--- src/rtl/uart_param.sv ---
// uart_param: parametrised full-duplex UART core.
// Runtime baud divisor, selectable parity, sticky parity/framing/overrun
// flags, one FIFO per direction (first-word-fall-through on the RX side).
// Optional build macro UART_LOOPBACK_EN adds a 'loopback' input that routes
// the TX shifter into the RX engine and parks the tx pin high.

module uart_param_fifo #(
   parameter int W  = 8,
   parameter int AW = 3
) (
   input  logic         clk_i,
   input  logic         reset_i,
   input  logic         wr_i,
   input  logic [W-1:0] w_data_i,
   input  logic         rd_i,
   output logic [W-1:0] r_data_o,
   output logic         empty_o,
   output logic         full_o
);
   localparam logic [AW:0]   DEPTH = (AW+1)'(2**AW);
   localparam logic [AW:0]   C_ONE = (AW+1)'(1);
   localparam logic [AW-1:0] P_ONE = AW'(1);

   logic [W-1:0]  mem_q [2**AW];
   logic [AW-1:0] wptr_q, rptr_q;
   logic [AW:0]   cnt_q, cnt_d;
   logic          do_wr, do_rd;

   assign empty_o  = (cnt_q == '0);
   assign full_o   = (cnt_q == DEPTH);
   assign do_rd    = rd_i & ~empty_o;
   // A full FIFO still accepts a write when the head is popped in the same cycle.
   assign do_wr    = wr_i & (~full_o | rd_i);
   assign r_data_o = empty_o ? '0 : mem_q[rptr_q];

   // Occupancy follows the effective push/pop pair.
   always_comb begin
      cnt_d = cnt_q;
      if (do_wr && !do_rd)      cnt_d = cnt_q + C_ONE;
      else if (!do_wr && do_rd) cnt_d = cnt_q - C_ONE;
   end

   // Storage array; data only, never reset.
   always_ff @(posedge clk_i) begin
      if (do_wr) mem_q[wptr_q] <= w_data_i;
   end

   // Pointers and count, wrapping modulo the depth.
   always_ff @(posedge clk_i or posedge reset_i) begin
      if (reset_i) begin
         wptr_q <= '0;
         rptr_q <= '0;
         cnt_q  <= '0;
      end else begin
         if (do_wr) wptr_q <= wptr_q + P_ONE;
         if (do_rd) rptr_q <= rptr_q + P_ONE;
         cnt_q <= cnt_d;
      end
   end
endmodule

module uart_param #(
   parameter int DBIT     = 8,
   parameter int SB_TICK  = 16,
   parameter int DVSR_BIT = 11,
   parameter int FIFO_W   = 3
) (
   input  logic                clk,
   input  logic                reset,
   input  logic [DVSR_BIT-1:0] dvsr,
   input  logic [1:0]          parity_mode,
   input  logic                rx,
   output logic                tx,
   input  logic                wr_uart,
   input  logic [DBIT-1:0]     w_data,
   output logic                tx_full,
   input  logic                rd_uart,
   output logic [DBIT-1:0]     r_data,
   output logic                rx_empty,
   output logic                rx_full,
   output logic                parity_err,
   output logic                frame_err,
   output logic                overrun_err,
   input  logic                err_clr
`ifdef UART_LOOPBACK_EN
   ,input logic                loopback
`endif
);
   typedef enum logic [2:0] {ST_IDLE, ST_START, ST_DATA, ST_PARITY, ST_STOP} state_t;

   localparam int S_W = 6;
   localparam logic [S_W-1:0]      S_MID  = S_W'(7);
   localparam logic [S_W-1:0]      S_BIT  = S_W'(15);
   localparam logic [S_W-1:0]      S_STOP = S_W'(SB_TICK - 1);
   localparam logic [S_W-1:0]      S_ONE  = S_W'(1);
   localparam logic [2:0]          N_LAST = 3'(DBIT - 1);
   localparam logic [2:0]          N_ONE  = 3'd1;
   localparam logic [DVSR_BIT-1:0] B_ONE  = DVSR_BIT'(1);

   logic [DVSR_BIT-1:0] bcnt_q, bcnt_d;
   logic                tick, par_en, par_odd, rx_src, rx_s;
   logic [1:0]          rx_sync_q;

   state_t              rx_st_q, tx_st_q;
   logic [S_W-1:0]      rx_s_q, tx_s_q;
   logic [2:0]          rx_n_q, tx_n_q;
   logic [DBIT-1:0]     rx_b_q, tx_b_q, tx_head;
   logic                rx_done_q, rx_perr_q, rx_ferr_q;
   logic                tx_par_q, tx_line_q, tx_empty, tx_go;
   logic                perr_q, ferr_q, oerr_q, ovr_set;

   assign par_en  = (parity_mode == 2'b01) || (parity_mode == 2'b10);
   assign par_odd = (parity_mode == 2'b10);

   // Baud tick: fires once count reaches dvsr-1 (or overshoots after dvsr shrank).
   always_comb begin
      tick   = (dvsr != '0) && (bcnt_q >= dvsr - B_ONE);
      bcnt_d = bcnt_q;
      if (dvsr != '0) bcnt_d = tick ? '0 : bcnt_q + B_ONE;
   end

   // Baud counter register.
   always_ff @(posedge clk or posedge reset) begin
      if (reset) bcnt_q <= '0;
      else       bcnt_q <= bcnt_d;
   end

`ifdef UART_LOOPBACK_EN
   assign rx_src = loopback ? tx_line_q : rx;
   assign tx     = tx_line_q | loopback;
`else
   assign rx_src = rx;
   assign tx     = tx_line_q;
`endif

   // Two-flop synchroniser on the asynchronous serial input.
   always_ff @(posedge clk or posedge reset) begin
      if (reset) rx_sync_q <= 2'b11;
      else       rx_sync_q <= {rx_sync_q[0], rx_src};
   end
   assign rx_s = rx_sync_q[1];

   // RX engine: mid-bit sampling at 16 ticks per bit, raises done/error pulses.
   always_ff @(posedge clk or posedge reset) begin
      if (reset) begin
         rx_st_q   <= ST_IDLE;
         rx_s_q    <= '0;
         rx_n_q    <= '0;
         rx_b_q    <= '0;
         rx_done_q <= 1'b0;
         rx_perr_q <= 1'b0;
         rx_ferr_q <= 1'b0;
      end else begin
         rx_done_q <= 1'b0;
         rx_perr_q <= 1'b0;
         rx_ferr_q <= 1'b0;
         case (rx_st_q)
            ST_IDLE: if (!rx_s) begin
               rx_st_q <= ST_START;
               rx_s_q  <= '0;
            end
            ST_START: if (tick) begin
               if (rx_s_q == S_MID) begin
                  rx_st_q <= rx_s ? ST_IDLE : ST_DATA;
                  rx_s_q  <= '0;
                  rx_n_q  <= '0;
               end else rx_s_q <= rx_s_q + S_ONE;
            end
            ST_DATA: if (tick) begin
               if (rx_s_q == S_BIT) begin
                  rx_s_q <= '0;
                  rx_b_q <= {rx_s, rx_b_q[DBIT-1:1]};
                  if (rx_n_q == N_LAST) rx_st_q <= par_en ? ST_PARITY : ST_STOP;
                  else                  rx_n_q  <= rx_n_q + N_ONE;
               end else rx_s_q <= rx_s_q + S_ONE;
            end
            ST_PARITY: if (tick) begin
               if (rx_s_q == S_BIT) begin
                  rx_s_q    <= '0;
                  rx_perr_q <= (^rx_b_q) ^ rx_s ^ par_odd;
                  rx_st_q   <= ST_STOP;
               end else rx_s_q <= rx_s_q + S_ONE;
            end
            ST_STOP: if (tick) begin
               if (rx_s_q == S_BIT && !rx_s) rx_ferr_q <= 1'b1;
               if (rx_s_q == S_STOP) begin
                  rx_st_q   <= ST_IDLE;
                  rx_done_q <= 1'b1;
               end else rx_s_q <= rx_s_q + S_ONE;
            end
            default: rx_st_q <= ST_IDLE;
         endcase
      end
   end

   // A new TX frame starts from IDLE or straight out of the last stop tick.
   assign tx_go = tick && !tx_empty &&
                  ((tx_st_q == ST_IDLE) || (tx_st_q == ST_STOP && tx_s_q == S_STOP));

   // TX engine: shifts LSB first, tx line is registered with the state.
   always_ff @(posedge clk or posedge reset) begin
      if (reset) begin
         tx_st_q   <= ST_IDLE;
         tx_s_q    <= '0;
         tx_n_q    <= '0;
         tx_b_q    <= '0;
         tx_par_q  <= 1'b0;
         tx_line_q <= 1'b1;
      end else if (tx_go) begin
         tx_st_q   <= ST_START;
         tx_s_q    <= '0;
         tx_b_q    <= tx_head;
         tx_par_q  <= (^tx_head) ^ par_odd;
         tx_line_q <= 1'b0;
      end else begin
         case (tx_st_q)
            ST_IDLE: tx_line_q <= 1'b1;
            ST_START: if (tick) begin
               if (tx_s_q == S_BIT) begin
                  tx_s_q    <= '0;
                  tx_n_q    <= '0;
                  tx_st_q   <= ST_DATA;
                  tx_line_q <= tx_b_q[0];
               end else tx_s_q <= tx_s_q + S_ONE;
            end
            ST_DATA: if (tick) begin
               if (tx_s_q == S_BIT) begin
                  tx_s_q <= '0;
                  tx_b_q <= tx_b_q >> 1;
                  if (tx_n_q == N_LAST) begin
                     tx_st_q   <= par_en ? ST_PARITY : ST_STOP;
                     tx_line_q <= par_en ? tx_par_q : 1'b1;
                  end else begin
                     tx_n_q    <= tx_n_q + N_ONE;
                     tx_line_q <= tx_b_q[1];
                  end
               end else tx_s_q <= tx_s_q + S_ONE;
            end
            ST_PARITY: if (tick) begin
               if (tx_s_q == S_BIT) begin
                  tx_s_q    <= '0;
                  tx_st_q   <= ST_STOP;
                  tx_line_q <= 1'b1;
               end else tx_s_q <= tx_s_q + S_ONE;
            end
            ST_STOP: if (tick) begin
               if (tx_s_q == S_STOP) tx_st_q <= ST_IDLE;
               else                  tx_s_q  <= tx_s_q + S_ONE;
            end
            default: tx_st_q <= ST_IDLE;
         endcase
      end
   end

   // Overrun: a finished word meets a full RX FIFO that is not being popped.
   assign ovr_set = rx_done_q & rx_full & ~rd_uart;

   // Sticky error flags; a new set wins over a simultaneous clear.
   always_ff @(posedge clk or posedge reset) begin
      if (reset) begin
         perr_q <= 1'b0;
         ferr_q <= 1'b0;
         oerr_q <= 1'b0;
      end else begin
         perr_q <= (perr_q & ~err_clr) | rx_perr_q;
         ferr_q <= (ferr_q & ~err_clr) | rx_ferr_q;
         oerr_q <= (oerr_q & ~err_clr) | ovr_set;
      end
   end
   assign parity_err  = perr_q;
   assign frame_err   = ferr_q;
   assign overrun_err = oerr_q;

   uart_param_fifo #(.W(DBIT), .AW(FIFO_W)) u_rx_fifo (
      .clk_i(clk), .reset_i(reset), .wr_i(rx_done_q), .w_data_i(rx_b_q),
      .rd_i(rd_uart), .r_data_o(r_data), .empty_o(rx_empty), .full_o(rx_full)
   );

   uart_param_fifo #(.W(DBIT), .AW(FIFO_W)) u_tx_fifo (
      .clk_i(clk), .reset_i(reset), .wr_i(wr_uart), .w_data_i(w_data),
      .rd_i(tx_go), .r_data_o(tx_head), .empty_o(tx_empty), .full_o(tx_full)
   );
endmodule

--- config.mk ---
export PLATFORM = sky130hd
export DESIGN_NAME = uart_param
export DESIGN_NICKNAME = d
export VERILOG_FILES = /design/src/rtl/uart_param.sv
export SDC_FILE = /design/constraint.sdc
export NUM_CORES = 1
export LEC_CHECK = 0
export BUFFER_PORTS_ARGS = -buffer_cell sky130_fd_sc_hd__clkbuf_2
export CORE_UTILIZATION = 50
export DETAILED_ROUTE_END_ITERATION = 10
export PLACE_DENSITY = 0.65
export SLEW_MARGIN = 5
export SYNTH_ARGS = -nofsm -noshare
export SYNTH_HDL_FRONTEND = slang
export SYNTH_SLANG_ARGS = --single-unit
--- constraint.sdc ---
create_clock -name clk -period 5.3 [get_ports clk]
set_input_delay 1.06 -clock clk [delete_from_list [all_inputs] [get_ports clk]]
set_output_delay 1.06 -clock clk [all_outputs]
set_load 0.005 [all_outputs]
==> flow_summary.ini, run 1 <==
[detailed_routing]
routed_wl_mm = 18.4
detail_route.wl_per_cell_um = 17.6
drcViolationCount = 0
ant_nets = 0
firstDrtPassIters = 7
drt_iter0_drc = 305
vias = 5867
vias_per_cell = 5.63

[sta]
timing.fmax_mhz = 210
rsz0062_at_grt = false
finalClockSkew_ns = 0.00852
maxSlewViolCount = 0
maxSlewHeadroom_pct = 25.9
period_share_pct = 89.8
whs_ns = 0.356
setup_viol = 0
finalCriticalPeriod_ns = 4.76
hold_violations = 0
worst_slew_pin_slew_ns = 1.11
setup_tns_ns = 0

[clock_network]
cts_setup_buffers = 0
cts_tree = built
clk_pin_slew_ns = 0.06
postCtsResizedCells = 0
numCtsBuffers = 23
clock_latency_ns = 0.50
ctsHoldBuffers = 0
cts_buffer_depth = 3
clockRootBuffer = clkbuf_16
cts_sinks = 209
htreeDepth = 1

[logic_synthesis]
syn_inst = 707
synthFlopType = edfxtp_1
syn_nets = 766
synth-seq-cells = 209
syn_area_per_cell_um2 = 13.8
synth-edff-count = 128
yosys.area.top_type = edfxtp_1
synth_cell_type_count = 61
synthTopCellsByArea = edfxtp_1 39%, dfrtp_1 20%, mux4_2 7.4%
ys_async_sr_fraction_pct = 38.8
syn_area_um2 = 9740
yosysWarnings = 0
yosysTopAreaCellShare_pct = 39.5
yosysSeqAreaShare_pct = 60.3

[run]
maxCapViolCount = 0

[global_route]
grt_pass1_vias = 6079
grt-ovfl-total = 0
antenna_found_initial = 0
grt_start_max_net_pins = 56
grt_use_total_pct = 19.2
grt_pass1_wl_mm = 30.2

[worst_setup_path]
worstSetupEndpointType = flop
cp-start-kind = input port
cp.required_ns = 5.68
path_class = in2reg
rrSetupSlack_ns = 1.66
worst_r2r_path_depth = 18
arrival_ns = 5.14
critical_path.startpoint = dvsr[0]
r2r-start = bcnt_q[0]
critPathMaxFanout = 5

[layout]
nNetsFinal = 825
regArea_um2 = 5870
diodes = 0
layout-drive-gt1-share_pct = 21.2
area.growth.synth_to_final_pct = 13.9
multi_input_area_um2 = 3680
fillers = 1483

[place]
globalplace.congestion = 0.814
dp_hpwl_mm = 12.4
port_buffers = 41

[die]
die-area_um2 = 20000
io_pins = 42
initial_utilization_pct = 51.6
die-height_um = 142
placementRows = 50
coreArea_um2 = 18900
fp.dieW_um = 142

[worst_hold_path]
hold_class = reg2reg
hp-start = rx_sync_q[0]
hold_depth = 0

[status]
status = complete, no violations

[pwr]
irDropWorstVdd_mv = 0.394
p_leak_nw = 4.42
power_density_nw_per_um2 = 467
report_power, final:
part	internal (mW)	leakage, nW	total, mW	switching (mW)
Clock	0.997	0.392	1.63	0.633
Combinational	0.687	1.75	1.27	0.580
Sequential	1.95	2.28	2.28	0.324
Total	3.64	4.42	5.17	1.54
stage by stage:
step	util (%)	area [µm²]	setup WS, ns	std cells	power [mW]
2_1_floorplan	-	9740	0.0466	707	3.24
3_3_place_gp	54.5	10300	0.249	1001	3.53
3_5_place_dp	54.5	10300	0.0911	1001	3.59
4_1_cts	58.7	11100	0.603	1042	5.24
5_1_grt	58.7	11100	0.244	1042	5.47
6_report	58.7	11100	0.543	1042	5.17
path summary, 6_finish.rpt:
path / end
min: rx_sync_q[1]
max: u_tx_fifo.cnt_q[3]
max in group asynchronous: rx_b_q[0]
max reg2reg: u_tx_fifo.cnt_q[3]
min in group asynchronous: bcnt_q[5]
min reg2reg: rx_sync_q[1]
routing by layer:
layer	vias to the layer above	track usage [%]	wire, µm
met5	-	0	0
met4	0	4.92	316
met3	29	2.94	722
met2	127	34.8	9460
met1	2944	24.2	7870
li1	2767	-	-
cell usage in the layout (no fill, tap or decap), drive strengths merged, types with 15 or more instances in the layout:
cell and n:
edfxtp 128, dfrtp 78, clkbuf 68, nor2 62, nand2 48, xnor2 35, mux4 32, ha 30
o21ai 28, a21oi 27, mux2i 24, nand3 19, buf 19, inv 17, xor2 16, nor3 16
nand2b 15, mux2 15
critical path, stage by stage:
cell      delay, ns
clkbuf_2       0.08
inv_1          0.07
ha_1           0.19
nand2b_1       0.07
or4_1          0.53
xor2_1         0.19
ha_1           0.30
a21oi_1        0.16
o21ai_0        0.11
a21oi_1        0.15
o31ai_1        0.12
a221oi_2       0.47
o21ai_1        0.18
nand2_2        0.11
inv_1          0.05
ha_1           0.20
inv_1          0.13
ha_1           0.25
a21o_1         0.18
a21oi_1        0.19
xnor2_1        0.15
nor2_1         0.07
xor2_1         0.14
cells in the mapped netlist (16+ instances only):
master	number
edfxtp_1	128
dfrtp_1	78
nor2_1	61
nand2_1	47
xnor2_1	34
mux4_2	32
ha_1	30
a21oi_1	27
o21ai_0	26
mux2i_1	24
nand3_1	19
inv_1	17
xor2_1	16
layout make-up:
| type | count | share of cell area [%] |
|---|---|---|
| sequential | 209 | 53.0 |
| tap | 260 | 2.93 |
| clock inverter | 14 | 1.22 |
| timing repair buffer | 60 | 3.14 |
| inverter | 17 | 0.587 |
| clock buffer | 27 | 5.99 |
| multi-input combinational | 455 | 33.2 |
registers in the layout, indices dropped and copies added, names as in the netlist, 4 cells and up:
| register | cells |
|---|---|
| u_tx_fifo.mem_q | 64 |
| bcnt_q | 11 |
| rx_s_q | 6 |
| tx_s_q | 6 |
| rx_b_q | 8 |
| tx_b_q | 8 |
| u_rx_fifo.mem_q | 64 |
| u_rx_fifo.cnt_q | 4 |
| u_tx_fifo.cnt_q | 4 |
kinds of logic after synthesis:
group           count (synthesis)  share of synthesized area (%)
compound gates                 92                           6.09
mux                            71                           11.6
fa+ha+maj                      32                           4.26
buf+inv                        43                           2.04
xor+xnor                       51                           4.66
simple gates                  209                           11.0
flops                         209                           60.3
(Power assumes the default switching activity.)
==> inputs of run 2 (changes only) <==
MAX_ROUTING_LAYER = met4   (was unset)
==> flow_summary.ini, run 2 (synthesized netlist as in run 1, its figures left out) <==
[status]
status = complete, no violations

[worst_setup_path]
worstSetupEndpointType = flop
path_class = in2reg
cp-start-kind = input port
worst_r2r_path_depth = 18
arrival_ns = 5.14
endpoint = u_tx_fifo.cnt_q[3]
cp.required_ns = 5.68
critPathMaxFanout = 5
critical_path.startpoint = dvsr[0]
rrSetupSlack_ns = 1.65
r2r-start = bcnt_q[0]
r2r-end = u_tx_fifo.cnt_q[3]

[global_route]
grt-ovfl-total = 0
grt_use_total_pct = 19.8
antenna_found_initial = 0
grt_start_max_net_pins = 56
grt_pass1_vias = 6087
grt_pass1_wl_mm = 30.2

[clock_network]
cts_sinks = 209
htreeDepth = 1
clockRootBuffer = clkbuf_16
clk_pin_slew_ns = 0.06
postCtsResizedCells = 0
numCtsBuffers = 23
ctsHoldBuffers = 0
cts_tree = built
cts_buffer_depth = 3
clock_latency_ns = 0.50
cts_setup_buffers = 0

[detailed_routing]
routed_wl_mm = 18.4
vias_per_cell = 5.65
vias = 5891
drt_iter0_drc = 304
drcViolationCount = 0
detail_route.wl_per_cell_um = 17.7
firstDrtPassIters = 5
ant_nets = 0

[die]
placementRows = 50
initial_utilization_pct = 51.6
io_pins = 42
die-height_um = 142
coreArea_um2 = 18900
fp.dieW_um = 142
die-area_um2 = 20000

[place]
port_buffers = 41
placed_cell_area_um2 = 10300
globalplace.congestion = 0.826
dp_hpwl_mm = 12.4

[layout]
top_regs = u_rx_fifo.mem_q: 64 flops, u_tx_fifo.mem_q: 64 flops, bcnt_q: 11 flops
layout-drive-gt1-share_pct = 21.2
area.growth.synth_to_final_pct = 13.9
layout_commonest_cell = edfxtp_1
diodes = 0
layout_common_cells = 128 x edfxtp_1, 78 x dfrtp_1, 61 x nor2_1, 47 x nand2_1, 41 x clkbuf_2
design_area_um2 = 11100
nNetsFinal = 825

[sta]
whs_ns = 0.356
setup_tns_ns = 0
setup_viol = 0
maxSlewViolCount = 0
period_share_pct = 89.8
timing.fmax_mhz = 210
rsz0062_at_grt = false
worst_slew_pin_slew_ns = 1.10
finalCriticalPeriod_ns = 4.76
hold_violations = 0
maxSlewHeadroom_pct = 26.4
finalClockSkew_ns = 0.00851

[run]
maxCapViolCount = 0

[worst_hold_path]
hold_class = reg2reg
hp-start = rx_sync_q[0]

[pwr]
power_density_nw_per_um2 = 467
p_leak_nw = 4.42
irDropWorstVdd_mv = 0.394
-- run 2: cell counts in the layout (fill, tap and decap cells not counted) --
No cell type changed its count.
-- run 2: stage by stage --
step	cells	setup slack, ns	total power, mW	util [%]
CTS	1042	0.603	5.24	58.7
floorplan	707	0.0466	3.24	-
global route	1042	0.244	5.47	58.7
finish	1042	0.542	5.18	58.7
global placement	1001	0.249	3.53	54.5
detailed placement	1001	0.0911	3.59	54.5
-- run 2: layout make-up --
class / count / area, µm²
tap: 260 / 325
multi-input combinational: 455 / 3680
fill: 1483 / 7800
inverter: 17 / 65.1
sequential: 209 / 5870
clock inverter: 14 / 135
timing repair buffer: 60 / 348
clock buffer: 27 / 664
-- run 2: worst min-delay path by stage --
stage          depth (start not counted)           end  slack (ns)
6_report                               0  rx_sync_q[1]        0.36
5_1_grt                                0  rx_sync_q[1]        0.36
4_1_cts                                0  rx_sync_q[1]        0.36
3_5_place_dp                           0  rx_sync_q[1]        0.35
3_3_place_gp                           0  rx_sync_q[1]        0.35
2_1_floorplan                          0  rx_sync_q[1]        0.35
-- run 2: worst max-delay path, cell delays in order --
cell	delay [ns]
clkbuf_2	0.08
inv_1	0.07
ha_1	0.19
nand2b_1	0.07
or4_1	0.53
xor2_1	0.19
ha_1	0.30
a21oi_1	0.16
o21ai_0	0.11
a21oi_1	0.15
o31ai_1	0.12
a221oi_2	0.47
o21ai_1	0.18
nand2_2	0.11
inv_1	0.05
ha_1	0.20
inv_1	0.13
ha_1	0.25
a21o_1	0.18
a21oi_1	0.19
xnor2_1	0.15
nor2_1	0.07
xor2_1	0.14
-- run 2: report_power, final --
| group | leakage, nW | internal (mW) | switching, mW | total [mW] |
|---|---|---|---|---|
| registers | 2.28 | 1.95 | 0.323 | 2.28 |
| clock network | 0.392 | 0.997 | 0.634 | 1.63 |
| logic | 1.75 | 0.687 | 0.580 | 1.27 |
| total | 4.42 | 3.64 | 1.54 | 5.18 |
-- run 2: layer usage --
metal / GRT usage (%) / routed length, µm
met5: - / 0
met4: 4.92 / 311
met3: 2.87 / 705
met2: 34.8 / 9510
met1: 24.2 / 7890
